## config.mk

```make
export PLATFORM = sky130hd
export DESIGN_NAME = hamming_secded_decoder
export DESIGN_NICKNAME = d
export VERILOG_FILES = /design/src/rtl/hamming_secded_decoder.sv
export SDC_FILE = /design/constraint.sdc
export NUM_CORES = 1
export LEC_CHECK = 0
export ABC_AREA = 1
export CAP_MARGIN = 20
export CORE_MARGIN = 1
export CORE_UTILIZATION = 35
export CTS_BUF_LIST = sky130_fd_sc_hd__clkbuf_4
export DETAILED_ROUTE_END_ITERATION = 12
export DONT_BUFFER_PORTS = 1
export GPL_ROUTABILITY_DRIVEN = 0
export GPL_TIMING_DRIVEN = 0
export PLACE_DENSITY = 0.51
export SYNTH_ARGS = -nofsm -noshare
export SYNTH_HDL_FRONTEND = slang
export SYNTH_SLANG_ARGS = --single-unit
```

## constraint.sdc

```tcl
create_clock -name clk -period 1.45 [get_ports clk]
set_input_delay 0.3625 -clock clk [delete_from_list [all_inputs] [get_ports clk]]
set_output_delay 0.3625 -clock clk [all_outputs]
set_load 0.1 [all_outputs]
```

## src/rtl/hamming_secded_decoder.sv

```systemverilog
// Two-stage pipelined Hamming SEC-DED decoder with a valid/ready stream interface
// and saturating corrected/uncorrectable error counters.
module hamming_secded_decoder #(
    parameter int unsigned DATA_W = 4,
    parameter int unsigned CNT_W  = 8,
    // Smallest P with 2^P >= DATA_W + P + 1; one refinement of the clog2 estimate is exact.
    localparam int unsigned P = $clog2(DATA_W + $clog2(DATA_W + 1) + 1),
    localparam int unsigned N = DATA_W + P + 1
) (
    input  logic              clk,
    input  logic              rst,
    input  logic              in_valid,
    output logic              in_ready,
    input  logic [N-1:0]      in_cw,
    output logic              out_valid,
    input  logic              out_ready,
    output logic [DATA_W-1:0] out_data,
    output logic              out_single,
    output logic              out_double,
    output logic [P-1:0]      out_pos,
    input  logic              cnt_clr,
    output logic [CNT_W-1:0]  corr_cnt,
    output logic [CNT_W-1:0]  uncorr_cnt
);

    localparam logic [CNT_W-1:0] CntMax = '1;

    logic         s1_valid_q;
    logic [N-1:0] s1_cw_q;
    logic [P-1:0] s1_syn_q;
    logic         s1_par_q;

    logic         s2_adv;
    logic         s1_adv;
    logic         out_hs;

    logic [P-1:0]      in_syn;
    logic              in_par;
    logic [N-1:0]      fix_cw;
    logic              dec_single;
    logic              dec_double;
    logic [P-1:0]      dec_pos;
    logic [DATA_W-1:0] dec_data;
    int unsigned       di;

    assign s2_adv   = !out_valid || out_ready;
    assign s1_adv   = !s1_valid_q || s2_adv;
    assign in_ready = !rst && s1_adv;
    assign out_hs   = out_valid && out_ready;

    // Syndrome is the XOR of the indices of every set Hamming position.
    always_comb begin
        in_syn = '0;
        for (int k = 1; k < N; k++) begin
            if (in_cw[k]) begin
                in_syn = in_syn ^ k[P-1:0];
            end
        end
    end

    assign in_par = ^in_cw;

    always_comb begin
        fix_cw     = s1_cw_q;
        dec_single = 1'b0;
        dec_double = 1'b0;
        dec_pos    = '0;
        if (s1_par_q) begin
            if (s1_syn_q == '0) begin
                dec_single = 1'b1;
            end else if (32'(s1_syn_q) < N) begin
                dec_single       = 1'b1;
                dec_pos          = s1_syn_q;
                fix_cw[s1_syn_q] = ~s1_cw_q[s1_syn_q];
            end else begin
                dec_double = 1'b1;
            end
        end else if (s1_syn_q != '0) begin
            dec_double = 1'b1;
        end
    end

    // Data bits live at the non-power-of-two positions, LSB first.
    always_comb begin
        dec_data = '0;
        di       = 0;
        for (int k = 1; k < N; k++) begin
            if ((k & (k - 1)) != 0) begin
                dec_data[di] = fix_cw[k];
                di           = di + 1;
            end
        end
    end

    always_ff @(posedge clk) begin
        if (rst) begin
            s1_valid_q <= 1'b0;
            s1_cw_q    <= '0;
            s1_syn_q   <= '0;
            s1_par_q   <= 1'b0;
            out_valid  <= 1'b0;
            out_data   <= '0;
            out_single <= 1'b0;
            out_double <= 1'b0;
            out_pos    <= '0;
        end else begin
            if (s1_adv) begin
                s1_valid_q <= in_valid;
                if (in_valid) begin
                    s1_cw_q  <= in_cw;
                    s1_syn_q <= in_syn;
                    s1_par_q <= in_par;
                end
            end
            if (s2_adv) begin
                out_valid <= s1_valid_q;
                if (s1_valid_q) begin
                    out_data   <= dec_data;
                    out_single <= dec_single;
                    out_double <= dec_double;
                    out_pos    <= dec_pos;
                end
            end
        end
    end

    always_ff @(posedge clk) begin
        if (rst || cnt_clr) begin
            corr_cnt   <= '0;
            uncorr_cnt <= '0;
        end else if (out_hs) begin
            if (out_single && corr_cnt != CntMax) begin
                corr_cnt <= corr_cnt + CNT_W'(1);
            end
            if (out_double && uncorr_cnt != CntMax) begin
                uncorr_cnt <= uncorr_cnt + CNT_W'(1);
            end
        end
    end

endmodule

```

==> out/metrics.csv <==
metric,value,unit
status,"complete, but fails checks",
hpwl,3370,um
fin_crit,1.93,ns
antennaDiodeCount,0,
clock_sinks,39,
grt.total_usage,17.1,%
grt.busiest_layer,met2,
via_per_inst,4.90,
p_seq_share,59.9,%
ys_types,26,
drtPass1Iterations,4,
drc,0,
post-route-util,45.4,%
crit_type,flop to output pin,
clkPwrFrac,26.9,%
fin_skew,0.0121,ns
antenna_left,0,
yosys-top-cells-count,"nand2_1 (61), dfxtp_1 (39), nor2_1 (37)",
clk_pin_slew,0.12,ns
synth_edf_count,0,
ir_worst_vdd,0.000512,V
required,1.09,ns
cp_max_fo,4,
cts_buffers,5,
clock_latency,0.36,ns
port_buffers,0,
dp.cells,355,
p_leak,0.965,nW
final_cells,381,
syn_area,0.00199,sq mm
nNetsFinal,323,
max_slew.worst_pin.slew,0.525,ns
power,0.00203,W
post-place-ws,-0.169,ns
yosys.cell_count.top_type,nand2_1,
num_vias,1865,
grtUsageMet3,4.71,%
dieArea,0.00600,sq mm
fmax,518,MHz
synth-main-ff-cell,dfxtp_1,
syn_to_final_growth,25.6,%
drv_cap,0,
relSlewSlack,65.0,%
synth-seq-cells,39,
finalMaxSlewViolations,0,
yosys_warnings,0,
initial_core_util,36.2,%
arrival,1.57,ns
num_rows,27,
startpoint_type,flop,
io_pins,40,
clock_tree.htree_level_count,2,
cts_tree,built,
min_path_type,primary input to flop,
grt_max_degree,13,
clk_path_buf_depth,2,
cts_hold_buffers,0,
synthArstFlopShare,0,%
grt_pass1_wl,8130,um
p_int,0.00136,W
powerDensity,814,mW/mm^2
groute.layer.met1.usage,20.3,%
core,0.00551,sq mm
switching_share,32.9,%
setup_violations,25,
setup_ws,-0.482,ns
hold_viol,0,
synth_top_area_share,39.2,%
antenna_found_initial,0,
grt_pass1_vias,1779,
combPwrFrac,13.2,%
worstSetupEndpointType,output pin,
drive_gt1_share,30.7,%
grtUsageMet2,29.1,%
drt_iter0_markers,42,
syn_area_per_cell,7.04,sq um
drt-wirelength-per-cell,12.8,um
root_buffer,clkbuf_4,
seq_area_frac_synth,39.2,%
fin_crit_sh,133,%
rsz0062_at_grt,yes,
violations,setup timing,
synth_largest_area_cell,dfxtp_1,
overflow,0,
die_h,77.4,um
power_switching,0.000670,W
wl,4890,um
syn-num-nets,298,
syn_inst,283,
die_x,77.4,um
ys_top_cells_by_area,"dfxtp_1 (39%), nand2_1 (11%), nor2_1 (7.0%), a21oi_1 (6.8%), nand3_1 (5.8%)",
-- power groups by stage --
stage	combinational, W	clock (W)	sequential (W)
2_1_floorplan	0.000200	0	0.00123
3_3_place_gp	0.000239	0	0.00125
3_5_place_dp	0.000240	0	0.00125
4_1_cts	0.000250	0.000577	0.00122
5_1_grt	0.000310	0.000623	0.00123
6_report	0.000269	0.000547	0.00122
-- layout by cell type (no fill, tap or decap), types with 5 or more instances in the layout --
master and n:
nand2_1 55, nor2_1 30, a21oi_1 24, inv_1 23
nand3_1 21, dfxtp_4 19, buf_4 13, o21ai_1 12
dfxtp_1 12, xnor2_1 8, nand4_1 8, dfxtp_2 8
inv_2 7, nor2_2 7, nand2_4 6, nand2_2 6
o21ai_0 6, buf_6 5, xor2_1 5, clkbuf_4 5
-- layer usage --
layer  wire [um]  part of all wire [%]
met1        2190                    45
met5           0                     0
met2        2410                    49
met4          75                   1.5
met3         217                   4.4
-- kinds of logic after synthesis --
kind of cell             after synthesis  share of synthesized area, %
buffers and inverters                 38                          7.35
XOR/XNOR                              13                          5.72
adder cells (fa/ha/maj)                2                          1.26
AND/OR/NAND/NOR                      143                          34.2
flip-flops                            39                          39.2
AO/OA/AOI/OAI                         48                          12.3
-- area by class of cell --
class	instances	area, sq um
Sequential cell	39	862
Fill cell	573	3010
Multi-Input combinational cell	208	1190
Clock buffer	5	37.5
Tap cell	72	90.1
Inverter	32	124
Clock inverter	3	15.0
Timing Repair Buffer	16	144
Buffer	6	41.3
-- through the flow --
stage	area, sq um	setup TNS [ns]	hold slack, ns
6_report	2500	-1.34	0.137
2_1_floorplan	2070	-0.0671	0.455
3_3_place_gp	2160	-1.47	0.474
4_1_cts	2390	-1.14	0.134
3_5_place_dp	2160	-1.58	0.480
5_1_grt	2500	-3.72	0.127
-- worst paths after layout --
path	slack, ns	cells after the start	to	from
hold / removal	0.14	3	s1_par_q$_SDFFE_PP0P_	rst
hold reg to reg	0.50	2	s1_cw_q[2]$_SDFFE_PP0P_	s1_cw_q[2]$_SDFFE_PP0P_
setup reg to reg	-0.10	8	s1_cw_q[6]$_SDFFE_PP0P_	out_valid$_SDFFE_PP0P_
setup / recovery	-0.48	3	in_ready	out_valid$_SDFFE_PP0P_
-- timing repair --
action	in CTS	in global routing
pin swaps	11	5
endpoints found under the setup margin	27	34
gates resized for setup	29	19
gates cloned	2	1
setup buffers	8	7
-- critical path, cell delays in order, from the launching register on --
cell	delay, ns
dfxtp_4	0.58
nand3_4	0.13
nand2_4	0.08
clkinvlp_4	0.41
-- flip-flops by register name, summed over array words and instances, names as in the netlist --
signal and cells:
corr_cnt 8, s1_cw_q 8, uncorr_cnt 8, out_data 4
out_pos 3, s1_syn_q 3, out_double 1, out_single 1
out_valid 1, s1_par_q 1, s1_valid_q 1
Power figures use the tool's default switching activity.
